<file path="src/rtl/piezo_echo_receiver.sv">
// Piezo echo receiver: qualifies comparator pulses, timestamps them against
// a timebase zeroed at arm, and queues timestamps for Avalon readout.
`timescale 1ns/1ps
module piezo_echo_receiver #(
  parameter int SYNC_STAGES    = 2,
  parameter int MIN_PULSE      = 8,
  parameter int BLANK_CYCLES   = 7000,
  parameter int TIMEOUT_CYCLES = 50000000,
  parameter int FIFO_DEPTH     = 8
) (
  input  logic        clock,
  input  logic        reset,
  input  logic        piezo_interface_in,
  input  logic        arm,
  output logic        echo_valid,
  output logic        busy,
  input  logic [15:0] avalon_slave_address,
  input  logic        avalon_slave_write,
  input  logic [31:0] avalon_slave_writedata,
  input  logic        avalon_slave_read,
  output logic [31:0] avalon_slave_readdata,
  output logic        avalon_slave_waitrequest
);

  localparam int AW = $clog2(FIFO_DEPTH);
  localparam int CW = AW + 1;

  typedef enum logic [1:0] {
    IDLE    = 2'd0,
    LISTEN  = 2'd1,
    QUALIFY = 2'd2,
    BLANK   = 2'd3
  } state_t;

  state_t state_q, state_d;

  logic [SYNC_STAGES-1:0] sync_q, sync_d;
  logic [31:0] tb_q, tb_d;
  logic [31:0] cand_q, cand_d;
  logic [31:0] cnt_q, cnt_d;
  logic [31:0] last_q, last_d;
  logic [31:0] rdata_q, rdata_d;
  logic [15:0] rej_q, rej_d;
  logic        ovf_q, ovf_d;
  logic        tout_q, tout_d;
  logic        echo_q, echo_d;
  logic        rd_ph_q, rd_ph_d;
  logic [AW-1:0] wp_q, wp_d;
  logic [AW-1:0] rp_q, rp_d;
  logic [CW-1:0] fcnt_q, fcnt_d;
  logic [31:0] mem_q [FIFO_DEPTH];

  logic [15:0] sel;
  logic sig_s, go_arm, wr_clr, wr_abort, at_limit;
  logic width_hit, blank_done, qual_done, fast_hit;
  logic push, pop, full, do_wr, reject, rd_first;
  logic [31:0] push_ts;

  assign sel      = avalon_slave_address >> 8;
  assign sig_s    = sync_q[SYNC_STAGES-1];
  assign sync_d   = {sync_q[SYNC_STAGES-2:0], piezo_interface_in};
  assign go_arm   = arm | (avalon_slave_write && sel == 16'h0
                           && avalon_slave_writedata != 32'h0);
  assign wr_clr   = avalon_slave_write && sel == 16'h2;
  assign wr_abort = avalon_slave_write && sel == 16'h3;
  assign at_limit = state_q != IDLE
                    && tb_q == 32'(TIMEOUT_CYCLES - 1);

  assign width_hit  = cnt_q + 32'd1 == 32'(MIN_PULSE);
  assign blank_done = cnt_q == 32'(BLANK_CYCLES - 1);
  assign qual_done  = state_q == QUALIFY && sig_s && width_hit;
  assign fast_hit   = state_q == LISTEN && sig_s && MIN_PULSE == 1;
  // A restart or abort in the same cycle discards the candidate.
  assign push    = (qual_done | fast_hit) && !go_arm && !wr_abort;
  assign push_ts = fast_hit ? tb_q : cand_q;
  assign reject  = state_q == QUALIFY && !sig_s && !go_arm && !wr_abort;

  assign rd_first = avalon_slave_read && !rd_ph_q;
  assign full     = fcnt_q == CW'(FIFO_DEPTH);
  assign pop      = rd_first && sel == 16'h0 && fcnt_q != '0;
  assign do_wr    = push && (!full || pop);

  always_ff @(posedge clock) begin
    if (reset) state_q <= IDLE;
    else       state_q <= state_d;
  end

  always_comb begin
    state_d = state_q;
    unique case (state_q)
      IDLE:    if (go_arm) state_d = LISTEN;
      LISTEN:
        if (sig_s) begin
          if (MIN_PULSE == 1) state_d = BLANK;
          else                state_d = QUALIFY;
        end
      QUALIFY:
        if (!sig_s)         state_d = LISTEN;
        else if (width_hit) state_d = BLANK;
      BLANK:   if (blank_done) state_d = LISTEN;
    endcase
    if (at_limit) state_d = IDLE;
    if (go_arm)   state_d = LISTEN;
    if (wr_abort) state_d = IDLE;
  end

  always_comb begin
    tb_d = tb_q;
    if (state_q != IDLE) tb_d = tb_q + 32'd1;
    if (go_arm)          tb_d = '0;

    cnt_d  = cnt_q;
    cand_d = cand_q;
    unique case (state_q)
      LISTEN:
        if (sig_s) begin
          cand_d = tb_q;
          cnt_d  = 32'd1;
        end
      QUALIFY: if (sig_s) cnt_d = cnt_q + 32'd1;
      BLANK:   cnt_d = cnt_q + 32'd1;
      default: ;
    endcase
    if (push) cnt_d = '0;

    rej_d = rej_q;
    if (wr_clr) rej_d = '0;
    if (reject && rej_d != 16'hFFFF) rej_d = rej_d + 16'd1;

    ovf_d = ovf_q;
    if (wr_clr) ovf_d = 1'b0;
    if (push && full && !pop) ovf_d = 1'b1;

    tout_d = tout_q;
    if (wr_clr)   tout_d = 1'b0;
    if (at_limit) tout_d = 1'b1;
    if (go_arm)   tout_d = 1'b0;

    last_d = push ? push_ts : last_q;
    echo_d = push;

    wp_d   = do_wr ? wp_q + AW'(1) : wp_q;
    rp_d   = pop ? rp_q + AW'(1) : rp_q;
    fcnt_d = fcnt_q + CW'(do_wr) - CW'(pop);

    rd_ph_d = rd_first;
    rdata_d = rdata_q;
    if (rd_first) begin
      unique case (1'b1)
        sel == 16'h0:
          rdata_d = fcnt_q != '0 ? mem_q[rp_q] : 32'h0;
        sel == 16'h1:
          rdata_d = {1'b0, rej_q, 8'(fcnt_q), 3'b000,
                     ovf_q, tout_q, state_q};
        sel == 16'h2:
          rdata_d = last_q;
        default:
          rdata_d = 32'hDEADBEEF;
      endcase
    end
  end

  always_ff @(posedge clock) begin
    if (reset) begin
      sync_q  <= '0;
      tb_q    <= '0;
      cand_q  <= '0;
      cnt_q   <= '0;
      last_q  <= '0;
      rdata_q <= '0;
      rej_q   <= '0;
      ovf_q   <= 1'b0;
      tout_q  <= 1'b0;
      echo_q  <= 1'b0;
      rd_ph_q <= 1'b0;
      wp_q    <= '0;
      rp_q    <= '0;
      fcnt_q  <= '0;
    end else begin
      sync_q  <= sync_d;
      tb_q    <= tb_d;
      cand_q  <= cand_d;
      cnt_q   <= cnt_d;
      last_q  <= last_d;
      rdata_q <= rdata_d;
      rej_q   <= rej_d;
      ovf_q   <= ovf_d;
      tout_q  <= tout_d;
      echo_q  <= echo_d;
      rd_ph_q <= rd_ph_d;
      wp_q    <= wp_d;
      rp_q    <= rp_d;
      fcnt_q  <= fcnt_d;
    end
  end

  always_ff @(posedge clock) begin
    if (do_wr) mem_q[wp_q] <= push_ts;
  end

  always_comb begin
    busy                     = state_q != IDLE;
    echo_valid               = echo_q;
    avalon_slave_readdata    = rdata_q;
    avalon_slave_waitrequest = avalon_slave_read && !rd_ph_q;
  end

endmodule

</file>
<file path="config.mk">
export PLATFORM = sky130hd
export DESIGN_NAME = piezo_echo_receiver
export DESIGN_NICKNAME = d
export VERILOG_FILES = /design/src/rtl/piezo_echo_receiver.sv
export SDC_FILE = /design/constraint.sdc
export NUM_CORES = 1
export LEC_CHECK = 0
export CAP_MARGIN = 40
export CELL_PAD_IN_SITES_DETAIL_PLACEMENT = 0
export CELL_PAD_IN_SITES_GLOBAL_PLACEMENT = 1
export CORE_MARGIN = 2
export CORE_UTILIZATION = 47
export DETAILED_ROUTE_END_ITERATION = 16
export DONT_BUFFER_PORTS = 1
export HOLD_SLACK_MARGIN = 0.05
export PLACE_DENSITY_LB_ADDON = 0.05
export SLEW_MARGIN = 10
export SYNTH_ARGS = -nofsm -noshare
export SYNTH_HDL_FRONTEND = slang
export SYNTH_SLANG_ARGS = --single-unit
</file>
<file path="constraint.sdc">
create_clock -name clock -period 6.5 [get_ports clock]
set_clock_uncertainty 0.05 [all_clocks]
set_input_delay 1.625 -clock clock [delete_from_list [all_inputs] [get_ports clock]]
set_output_delay 1.625 -clock clock [all_outputs]
set_load 0.1 [all_outputs]
</file>
==> key figures, run 1 <==
Pwr
  • Peak supply drop: 0.172 mV
  • PwrDens: 271 nW/um^2
  • Leakage: 6.95 nW
  • Pwr Total: 5.85 mW

Global routing
  • GRT Total Usage: 23.4%
  • Initial antenna violation count: 0
  • First-pass GRT wire length: 73400 um
  • Remaining global-route overflow: 0
  • Pin count of the biggest net entering global routing: 123
  • Vias in the first global route: 11800

Floorplan
  • Core box area: 39600 um^2
  • Die Width: 204 um
  • Initial core utilization: 47.6%
  • Height of the die: 204 um
  • I/O pins: 89
  • Die Area: 41700 um^2
  • Site Rows: 73

Worst setup path
  • Worst-path maximum fanout: 14
  • CP bufs+invs: 2
  • CP peak stage delay: 600 ps
  • CP max-delay cell: or4_1
  • CP arrival: 5080 ps
  • Crit path cell chain: or4_1 -> nor4_1 -> buf_4 -> nand3_1 -> nand3_1 -> nand4_1 -> nor4_2 -> nand2_1 -> nor2_4 -> buf_4
  • CP Launch Type: input port
  • WS Path Type: input port to register
  • Kind of cell adding the most delay to the critical path: simple AND/OR/NAND/NOR gates
  • CP required: 6700 ps
  • Crit. End Element: register

Route
  • Router iterations before antenna repair: 5
  • DR iter-0 viols: 1007
  • Number of remaining DRC errors: 0
  • DR vias: 12300
  • Routed Antenna Nets: 0
  • Routed length per placed instance: 22.8 um
  • DRT Wirelength: 47700 um
  • Via density: 5.86

Synthesis
  • Seq/Total Area, Yosys: 61.7%
  • Post-Syn Instances: 1514
  • Post-synthesis mux area share: 11.5%
  • Largest family of logic cells by synthesized area: simple AND/OR/NAND/NOR gates
  • Yosys top cell area share: 40.8%
  • Area fraction in compound gates after synthesis: 7.09%
  • Commonest cells in the netlist: edfxtp_1 (256), dfxtp_1 (197), nor2_1 (172)
  • Seq cells post-synth: 453
  • Synth Area in Adders: 0.770%
  • Mapped Area: 18900 um^2
  • Xor/xnor cell area share of the yosys netlist: 2.60%
  • Yosys top cell by area: edfxtp_1
  • Prevailing post-synth register cell: edfxtp_1
  • Post-Syn Area per Cell: 12.5 um^2
  • Most common cell in the netlist: edfxtp_1
  • Post-Syn Nets: 1579
  • Post-Synth Simple-Gate Area: 13.9%
  • Synth async-reset ratio: 0%
  • Synth area leaders: edfxtp_1 (41%), dfxtp_1 (21%), mux4_2 (7.6%)
  • Distinct cells, synth: 63
  • Ys Warns: 0
  • EDFF count, synth: 256

Final layout
  • Number of fill cells in the layout: 3307
  • Ratio of cells with drive above 1 in the final layout: 17.2%
  • Area growth, synth to finish: 14.7%
  • Fin util: 54.6%
  • Final #Nets: 1594
  • Post-route cell area: 21600 um^2
  • Final cell count without fillers: 2092
  • Diodes inserted: 0

Placement
  • Dpl cells: 2005
  • Place WS: 984 ps
  • # port buffers: 0
  • Placed wire-length estimate: 29400 um
  • Placed Area: 20200 um^2
  • Placer Congestion: 0.789

Timing
  • Total negative slack: 0 ps
  • Max-slew violations: 0
  • Hold Slack: 387 ps
  • Worst setup margin: 1610 ps
  • RSZ-0062 raised after global routing: no
  • Final Hold Viols: 0
  • Max-slew headroom: 41.3%
  • Crit path time final: 4890 ps
  • Max Freq: 0.205 GHz
  • Final period utilization: 75.2%
  • Slew @ Worst Pin: 879 ps
  • Final setup vio count: 0

Clock tree
  • CTS buffer count: 47
  • Root Buffer: clkbuf_16
  • Max Buffers Root-to-Sink: 3
  • CTS Hold Bufs: 0
  • # resized after CTS: 0
  • Clock transition at path regs: 60 ps
  • H-tree levels: 2
  • # clock sinks: 453
  • Post-CTS Setup Bufs: 0
  • Worst-skew pair later-pin latency: 580 ps
  • CTS tree: built

Status
  • Status: complete, no violations

Flow run
  • Max-cap violations: 0

Min path
  • Hold Path Class: register to register
layout by cell type (no fill, tap or decap), types with 6 or more instances in the layout:
master / instances
nand2_1: 131
clkinv_2: 14
mux2i_1: 35
nor2b_1: 8
a211oi_1: 14
xnor2_1: 16
buf_4: 32
a221o_1: 18
nor2_1: 164
nor4b_1: 6
ha_1: 10
and4_1: 9
and3_1: 8
a221oi_1: 6
nor2_4: 7
buf_8: 24
mux2_2: 33
nor4_1: 23
nand2b_1: 7
buf_16: 13
clkbuf_16: 47
a21oi_1: 96
nor3_1: 50
mux4_2: 64
clkbuf_1: 13
o21ai_0: 28
edfxtp_1: 256
nand3_1: 40
inv_1: 13
a222oi_1: 6
dfxtp_1: 194
xor2_1: 40
nand4_1: 34
or3_1: 11
kinds of logic after synthesis:
family | count (synthesis)
compound gates | 207
flops | 453
buf+inv | 117
mux | 132
xor+xnor | 56
simple gates | 538
fa+ha+maj | 11
per-layer routing:
metal	vias to the layer above	GRT usage (%)	part of all wire [%]
met3	68	4.15	4.6
met2	273	36.6	46
li1	5724	-	-
met4	0	6.44	2.4
met5	-	0	0
met1	6190	33.7	47
worst reg2reg max path, stage by stage, from the launching register on:
cell	delay [ps]
dfxtp_1	650
nand4_2	230
or4_4	610
or4_4	520
a2111oi_4	410
nand4_2	220
nor4_2	550
nand2_1	330
nor2_4	540
buf_4	410
power by group:
part	internal [mW]	switching, mW	total [mW]
registers	3.01	0.0197	3.03
clock network	1.48	1.12	2.59
logic	0.0696	0.160	0.230
total	4.56	1.30	5.85
worst paths after layout:
kind	from	end	slack, ps	depth (start not counted)
worst max-delay path	avalon_slave_address[13]	mem_q[6][6]	1610	10
worst min-delay path	sync_q[0]	sync_q[1]	390	1
worst max register to register	cnt_q[12]	mem_q[6][6]	1640	9
worst min register to register	sync_q[0]	sync_q[1]	390	1
registers in the layout (all words and copies together), names as in the netlist, named ones only:
signal                 count
rd_ph_q                    1
cand_q                    32
tout_q                     1
echo_valid                 1
last_q                    32
rp_q                       3
sync_q                     2
fcnt_q                     4
mem_q                    256
wp_q                       3
tb_q                      32
rej_q                     16
state_q                    2
avalon_slave_readdata     32
cnt_q                     32
ovf_q                      1
final cells by class:
cell class / count / area, um^2 / share of cell area, %
clock buffers: 65 / 1290 / 5.98
clock inverters: 22 / 183 / 0.844
flip-flops and latches: 453 / 11600 / 53.8
repair buffers: 69 / 958 / 4.43
well taps: 525 / 657 / 3.04
inverters: 14 / 52.6 / 0.243
multi-input cells: 944 / 6850 / 31.7
Power figures use the tool's default switching activity.
==> run 2: changes to the inputs <==
- clock period: 6.5 -> 4 ns (I/O delays scaled with it)
==> run 2 against run 1 <==
Against the previous run: combinational power increased by 65%; via count rose by 2.7%; first-iteration DRC count down 0.99%; worst setup slack got worse by 1400 ps; wire length grew 3.2%; sequential share of layout area shrank 1.8 points; highest routed layer unchanged; clock power up 65%; sequential power increased by 63%; largest cell class unchanged; count of clock-buffer cells in the layout increased by 3; global-route usage grew 0.81 points; non-clock buffer count is 72 higher; cell area is 3.6% higher.
==> key figures, run 2 (same netlist as run 1, synthesis figures left out) <==
Floorplan
  • Die Width: 204 um
  • Initial core utilization: 47.6%
  • Height of the die: 204 um
  • Site Rows: 73
  • I/O pins: 89
  • Core box area: 39600 um^2
  • Die Area: 41700 um^2

Global routing
  • Remaining global-route overflow: 0
  • Initial antenna violation count: 0
  • First-pass GRT wire length: 75800 um
  • Pin count of the biggest net entering global routing: 123
  • Vias in the first global route: 12400
  • GRT Total Usage: 24.2%

Clock tree
  • Max Buffers Root-to-Sink: 3
  • # clock sinks: 453
  • CTS tree: built
  • CTS Hold Bufs: 0
  • Root Buffer: clkbuf_16
  • CTS buffer count: 48
  • Worst-skew pair later-pin latency: 580 ps
  • Clock transition at path regs: 60 ps
  • H-tree levels: 2

Timing
  • Crit path time final: 3750 ps
  • Worst setup margin: 252 ps
  • Max-slew headroom: 45.3%
  • Final period utilization: 93.7%
  • Slew @ Worst Pin: 819 ps
  • Max Freq: 0.267 GHz
  • Max-slew violations: 0
  • Final setup vio count: 0
  • Final Hold Viols: 0
  • Total negative slack: 0 ps

Pwr
  • PwrDens: 427 nW/um^2
  • Peak supply drop: 0.306 mV
  • Pwr Total: 9.57 mW
  • Leakage: 7.31 nW

Final layout
  • Largest Register: mem_q
  • Final #Nets: 1667
  • Max reg flops: 256
  • Most frequent cells in the layout: edfxtp_1 (256), dfxtp_1 (190), nor2_1 (164)
  • Area growth, synth to finish: 18.8%
  • Fin util: 56.5%
  • Ratio of cells with drive above 1 in the final layout: 20.9%
  • Commonest non-fill, non-tap cell in the layout: edfxtp_1
  • Post-route cell area: 22400 um^2
  • Diodes inserted: 0

Placement
  • Place WS: 38.4 ps
  • # port buffers: 0
  • Placer Congestion: 0.829
  • Placed wire-length estimate: 31600 um
  • Placed Area: 20900 um^2

Worst setup path
  • FF-to-FF Start: cnt_q[17]
  • CP arrival: 4170 ps
  • Crit. End Element: register
  • CP Launch Type: register
  • Reg2Reg Setup Slack: 250 ps
  • Critical Path Sink: fcnt_q[2]
  • CP required: 4420 ps
  • CP Launch Point: cnt_q[17]
  • WS Path Type: register to register
  • R2R depth: 13
  • Worst-path maximum fanout: 3
  • Reg2reg end: fcnt_q[2]

Route
  • Number of remaining DRC errors: 0
  • DR vias: 12600
  • DR iter-0 viols: 997
  • Routed length per placed instance: 22.7 um
  • Routed Antenna Nets: 0
  • DRT Wirelength: 49200 um
  • Router iterations before antenna repair: 5
  • Via density: 5.81

Min path
  • HP Start: sync_q[0]
  • Hold Path Class: register to register

Flow run
  • Max-cap violations: 0

Status
  • Status: complete, no violations
[run 2: cell types whose count changed in the layout (fill, tap and decap cells not counted), sizes merged]
| cell | delta |
|---|---|
| clkbuf | +3 |
| clkdlybuf4s15 | +1 |
| clkinvlp | +1 |
| clkinv | -4 |
| bufinv | +1 |
| buf | +71 |
[run 2: worst min-delay path by stage]
stage / cells past startpoint / slack [ps] / endpoint
6_report: 1 / 390 / sync_q[1]
3_5_place_dp: 1 / 380 / sync_q[1]
2_1_floorplan: 1 / 360 / sync_q[1]
5_1_grt: 1 / 410 / sync_q[1]
3_3_place_gp: 1 / 380 / sync_q[1]
4_1_cts: 1 / 400 / sync_q[1]
[run 2: layer usage]
| layer | part of all wire (%) | track usage [%] | vias to the layer above | wire (um) |
|---|---|---|---|---|
| met3 | 4.6 | 2.89 | 62 | 2270 |
| met1 | 45 | 34.2 | 6359 | 22200 |
| met4 | 2.1 | 6.55 | 0 | 1020 |
| met2 | 48 | 39.8 | 290 | 23700 |
| li1 | - | - | 5869 | - |
| met5 | 0 | 0 | - | 0 |
[run 2: critical path, cell delays in order (launching register included)]
cell and delay [ps]:
dfxtp_1 340, nand4_1 150, or4_4 530, or4_4 440, a2111oi_4 360, nand4_2 170
or4_4 500, buf_4 160, o21ai_1 130, ha_1 190, inv_1 60, fa_1 370
xor2_1 140, nor2_1 50
[run 2: area by class of cell]
cell class / count / area [um^2]
repair buffers: 141 / 1640
fillers: 3322 / 17200
clock inverters: 20 / 180
clock buffers: 68 / 1310
multi-input cells: 944 / 6930
inverters: 14 / 52.6
flip-flops and latches: 453 / 11600
well taps: 525 / 657
[run 2: timing repair]
item,4_1_cts,5_1_grt
setup endpoints to repair,0,3
gates resized for setup,0,8
setup buffers,0,4
[run 2: stage by stage]
step	instances	hold slack (ps)
after floorplan	1514	364
after global placement	2039	383
after detailed placement	2073	383
after CTS	2161	398
after global routing	2165	410
final	2165	390
[run 2: power by group]
part,internal (mW),switching (mW)
sequential,4.90,0.0313
clock,2.47,1.80
combinational,0.115,0.263
